[config.mk]
export PLATFORM = sky130hd
export DESIGN_NAME = riscv_test_monitor
export DESIGN_NICKNAME = d
export VERILOG_FILES = /design/src/rtl/riscv_test_monitor.sv
export SDC_FILE = /design/constraint.sdc
export NUM_CORES = 1
export LEC_CHECK = 0
export ABC_AREA = 1
export CORE_ASPECT_RATIO = 0.6
export CORE_MARGIN = 2
export CORE_UTILIZATION = 60
export CTS_BUF_LIST = sky130_fd_sc_hd__clkbuf_8
export CTS_CLUSTER_SIZE = 14
export DETAILED_ROUTE_END_ITERATION = 6
export DONT_BUFFER_PORTS = 1
export GPL_TIMING_DRIVEN = 0
export MAX_ROUTING_LAYER = met4
export PLACE_DENSITY = 0.79
export SLEW_MARGIN = 20
export SYNTH_ARGS = -nofsm -noshare
export SYNTH_HDL_FRONTEND = slang
export SYNTH_SLANG_ARGS = --single-unit
[constraint.sdc]
create_clock -name clk -period 2 [get_ports clk]
set_input_delay 0.2 -clock clk [delete_from_list [all_inputs] [get_ports clk]]
set_output_delay 0.2 -clock clk [all_outputs]
set_load 0.02 [all_outputs]
[src/rtl/riscv_test_monitor.sv]
// riscv_test_monitor
//   Sticky pass/fail verdict monitor for riscv-tests runs. Sits beside the
//   core, watches the program counter and x3 (gp), and latches one verdict:
//   pass, fail (with the failing TESTNUM), timeout, or optional PC stall.
//
//   Optional feature macro: RISCV_TEST_MONITOR_STALL_DETECT_EN
//     defined   -> prev_pc register + stall counter, stall can end the run
//     undefined -> no stall hardware, stall tied to 0
//
// Parameters
//   HALT_PC     PC value at which the program has reached its verdict point
//   TIMEOUT     max RUN cycles before timeout (>= 2)
//   STALL_LIMIT consecutive unchanged-PC cycles that declare a stall
//
// Ports
//   clk        core clock, rising edge
//   rst        synchronous active-high reset
//   enable     start monitoring (IDLE -> RUN)
//   pc         current core PC
//   gp         current value of x3
//   done       any verdict latched
//   pass       gp == 1 at HALT_PC
//   fail       gp != 1 at HALT_PC
//   timeout    TIMEOUT reached or stall detected
//   stall      PC stall detected (subset of timeout)
//   fail_test  gp[31:1] captured at the fail verdict, else 0
//   cycles     RUN cycles elapsed, frozen at the verdict
module riscv_test_monitor #(
  parameter logic [31:0] HALT_PC     = 32'h44,
  parameter int unsigned TIMEOUT     = 5000,
  parameter int unsigned STALL_LIMIT = 16
) (
  input  logic        clk,
  input  logic        rst,
  input  logic        enable,
  input  logic [31:0] pc,
  input  logic [31:0] gp,
  output logic        done,
  output logic        pass,
  output logic        fail,
  output logic        timeout,
  output logic        stall,
  output logic [30:0] fail_test,
  output logic [31:0] cycles
);

  localparam logic [31:0] TIMEOUT_W = 32'(TIMEOUT);

  typedef enum logic [2:0] {
    IDLE,
    RUN,
    PASS,
    FAIL,
    TMO
  } state_t;

  state_t      state_q, state_d;
  logic [31:0] cycles_q, cycles_d;
  logic [30:0] fail_test_q, fail_test_d;
  logic        stall_q, stall_d;
  logic        stall_hit;

`ifdef RISCV_TEST_MONITOR_STALL_DETECT_EN
  localparam logic [31:0] STALL_LIMIT_W = 32'(STALL_LIMIT);

  logic [31:0] prev_pc_q;
  logic [31:0] stall_cnt_q, stall_cnt_d;

  // The counter runs only while a repeated, non-halt PC is observed; any
  // other PC restarts the count from zero.
  always_comb begin
    stall_cnt_d = '0;
    if ((pc == prev_pc_q) && (pc != HALT_PC))
      stall_cnt_d = stall_cnt_q + 32'd1;
  end

  assign stall_hit = (stall_cnt_d == STALL_LIMIT_W);

  always_ff @(posedge clk) begin
    if (rst) begin
      prev_pc_q   <= '0;
      stall_cnt_q <= '0;
    end else if (state_q == RUN) begin
      prev_pc_q   <= pc;
      stall_cnt_q <= stall_cnt_d;
    end
  end
`else
  assign stall_hit = 1'b0;
`endif

  always_comb begin
    state_d     = state_q;
    cycles_d    = cycles_q;
    fail_test_d = fail_test_q;
    stall_d     = stall_q;
    case (state_q)
      IDLE: begin
        if (enable)
          state_d = RUN;
      end
      RUN: begin
        cycles_d = cycles_q + 32'd1;
        // Halt is checked first so it wins over a coincident timeout/stall.
        if (pc == HALT_PC) begin
          if (gp == 32'd1) begin
            state_d = PASS;
          end else begin
            state_d     = FAIL;
            fail_test_d = gp[31:1];
          end
        end else if (cycles_d == TIMEOUT_W) begin
          state_d = TMO;
        end else if (stall_hit) begin
          state_d = TMO;
          stall_d = 1'b1;
        end
      end
      default: begin
        state_d = state_q;
      end
    endcase
  end

  always_ff @(posedge clk) begin
    if (rst) begin
      state_q     <= IDLE;
      cycles_q    <= '0;
      fail_test_q <= '0;
      stall_q     <= 1'b0;
    end else begin
      state_q     <= state_d;
      cycles_q    <= cycles_d;
      fail_test_q <= fail_test_d;
      stall_q     <= stall_d;
    end
  end

  assign pass      = (state_q == PASS);
  assign fail      = (state_q == FAIL);
  assign timeout   = (state_q == TMO);
  assign done      = pass | fail | timeout;
  assign stall     = stall_q;
  assign fail_test = fail_test_q;
  assign cycles    = cycles_q;

endmodule

==> results.yml <==
floorplan:
  rows: 22
  die_w_um: 106
  dieArea_um2: 6960
  io_pins: 135
  placeableCoreArea_um2: 6080
  start_util: 0.620
  die_h_um: 65.4
flow_run:
  drv_cap: 0
logic_synthesis:
  synth_warnings: 0
  synth_cells: 610
  ys_seq_area_frac: 0.350
  synth_seq_cells: 66
  syn_avg_cell_area_um2: 6.19
  ys_types: 34
  yosys.area.top_type: "dfxtp_1"
  syn_area_um2: 3770
  syn_nets: 679
  synth_area_leaders: "dfxtp_1, nand2_1, inv_1, o21ai_0, nor2_1"
  yosysTopAreaCellShare: 0.350
routing:
  first_pass_iters: 6
  route.detailed.drc: 0
  wl_um: 12600
  antenna_left: 0
  num_vias: 4257
  drt_iter0_markers: 451
  wl_per_cell_um: 17.0
  vias_per_cell: 5.74
run_status:
  status: "finished, violations left"
  violations: "negative setup slack"
global_route:
  grt_pass1_vias: 3926
  grt_max_degree: 13
  busiest_layer: "met2"
  met3_usage: 0.124
  met1_usage: 0.493
  met2_usage: 0.553
  grt_overflow_total: 0
  grt_pass1_wl_um: 19600
  antenna_found_initial: 0
  grt.total_usage: 0.384
power:
  p_leak_uw: 0.00209
  power_density_nw_per_um2: 780
  ir_drop_mv: 0.507
timing:
  setup_viol: 11
  slew_headroom: 0.493
  finalCriticalPeriod_ps: 2290
  fin_worst_skew_ps: 9.44
  drv_slew: 0
  worst_slack_ps: -295
  finalHoldViolations: 0
  period_share: 1.15
  fmax_mhz: 436
  rsz0062_at_grt: "yes"
  tightest_slew_ps: 752
layout:
  final_layout_size_suffix_gt1_frac: 0.131
  seq_area_um2: 1360
  finish.net_count: 721
  area_growth_pct: 20.3
  fillCellCount: 526
  multi_input_area_um2: 2090
  n_antenna_cell: 0
  finish.utilization: 0.746
worst_setup_path:
  cp-start-kind: "flop"
  path_cells: "ha_4 -> nand2_4 -> nor2_4 -> nand2_4 -> nor2_4 -> nand2_1 -> nand2_1 -> nand2_1 -> nor2_1 -> nand2_2 -> nor2_4 -> nand3_2 -> nand2_2 -> nand4_1 -> nand2_1 -> inv_1"
  cp_common_cell: "nand2_1"
  r2r_cells: 16
  rr_startpoint: "cycles[0]$_SDFFE_PP0P_"
  ff2ff_setup_slack_ps: -290
  r2r-end: "state_q[0]$_SDFFE_PP0P_"
  cp_max_fo: 8
  cp-end-kind: "flop"
  critPathArrivalTime_ps: 2560
  crit_slowest_cell: "dfxtp_4"
  worstSetupPathType: "reg2reg"
  worstPathRequired_ps: 2270
  slowest_delay_ps: 450
worst_hold_path:
  min_path_type: "in2reg"
  min_from: "gp[28]"
  hold_depth: 2
  hold_end: "fail_test[27]$_SDFFE_PP0P_"
clock_network:
  root_buffer: "clkbuf_8"
  cts_buffers: 9
  cts.sinks: 66
  clk_pin_slew_ps: 80
  cts_max_level: 3
  cts_tree: "done"
  clock_path_buffers: 2
  clock_latency_ps: 360
placement:
  place_congestion: 0.989
  preCtsSetupSlack_ps: -521
  dp_hpwl_um: 8780
  port_buffers: 0
## layout make-up
type,instances,area share
Timing Repair Buffer,31,0.0667
Multi-Input combinational cell,424,0.460
Clock buffer,10,0.0303
Inverter,99,0.0819
Clock inverter,6,0.0199
Tap cell,84,0.0232
Buffer,21,0.0196
Sequential cell,66,0.299
## flip-flops by register name (all words and copies together) (netlist names)
register	flops
fail_test	31
cycles	32
state_q	3
## cells in the final DEF (no fill, tap or decap), drive strengths merged, types with 2 or more instances in the layout
cell         netlist  final
a21oi             50     50
bufinv             0      2
dlygate4sd3        0     28
inv               98     98
nand4             10     10
nor3              12     12
ha                 2      2
clkbuf            14     24
nand3b             5      5
or2                2      2
buf                7     10
nor2              94     94
o21ai             65     65
clkinv             1      4
nor4               6      6
nand3             28     28
nand2            141    141
dfxtp             66     66
a31oi              2      2
## cell families after synthesis
kind of cell               after synthesis  synth area share
other                                    1          0.000994
AOI/OAI and AO/OA                      120             0.162
xor gates and xnor gates                 2           0.00464
DFF                                     66             0.350
adders and majority gates                2           0.00663
buffers and inverters                  120             0.122
and+or+nand+nor                        299             0.353
## worst max-delay path, delay by kind of cell (launching register included)
kind / cells / cell delay (ps)
fa+ha+maj: 1 / 190
simple gates: 14 / 1500
flops: 1 / 450
buf+inv: 1 / 40
## power by group
group | switching, µW | total [µW] | leakage [µW] | internal, µW
combinational | 380 | 578 | 0.00143 | 198
sequential | 249 | 1670 | 0.000547 | 1420
clock | 556 | 1290 | 0.000112 | 737
total | 1190 | 3540 | 0.00209 | 2350
## metrics by stage
stage               hold WS [ps]  power [µW]  setup TNS [ps]  cells  cell area (µm²)
detailed placement           352        2170            -999    694             3880
global placement             346        2150            -997    694             3880
floorplan                    342        2010               0    610             3780
CTS                        0.217        3510            -361    741             4490
finish                      3.36        3540            -831    741             4540
global route                8.79        3700           -7850    741             4540
## per-layer routing
metal	vias to the layer above	share of wire
li1	2018	-
met1	1918	0.43
met2	287	0.42
met3	34	0.12
met4	0	0.026
met5	-	0
## synthesized netlist by cell type, drive strengths merged
cell type,n
a211oi,1
a21oi,50
a31oi,2
and2,1
buf,7
clkbuf,14
clkinv,1
conb,1
dfxtp,66
ha,2
inv,98
nand2,141
nand3,28
nand3b,5
nand4,10
nor2,94
nor3,12
nor4,6
o211a,1
o211ai,1
o21ai,65
or2,2
xnor2,1
xor2,1
## worst max-delay path by stage
| stage | slack, ps | start | depth (start not counted) | end |
|---|---|---|---|---|
| finish | -290 | cycles[0]$_SDFFE_PP0P_ | 16 | state_q[0]$_SDFFE_PP0P_ |
| global route | -400 | cycles[0]$_SDFFE_PP0P_ | 16 | state_q[0]$_SDFFE_PP0P_ |
| CTS | -200 | cycles[0]$_SDFFE_PP0P_ | 16 | state_q[0]$_SDFFE_PP0P_ |
| detailed placement | -520 | cycles[0]$_SDFFE_PP0P_ | 16 | state_q[0]$_SDFFE_PP0P_ |
| global placement | -520 | cycles[0]$_SDFFE_PP0P_ | 16 | state_q[0]$_SDFFE_PP0P_ |
| floorplan | 50 | cycles[0]$_SDFFE_PP0P_ | 16 | state_q[0]$_SDFFE_PP0P_ |
## what timing repair did
action | in CTS | in global routing
endpoints found under the hold margin | 28 | 0
setup buffers | 3 | 0
pin swaps | 10 | 14
hold buffers | 28 | 0
gates resized for setup | 32 | 19
endpoints found under the setup margin | 2 | 52
(Power assumes the default switching activity.)
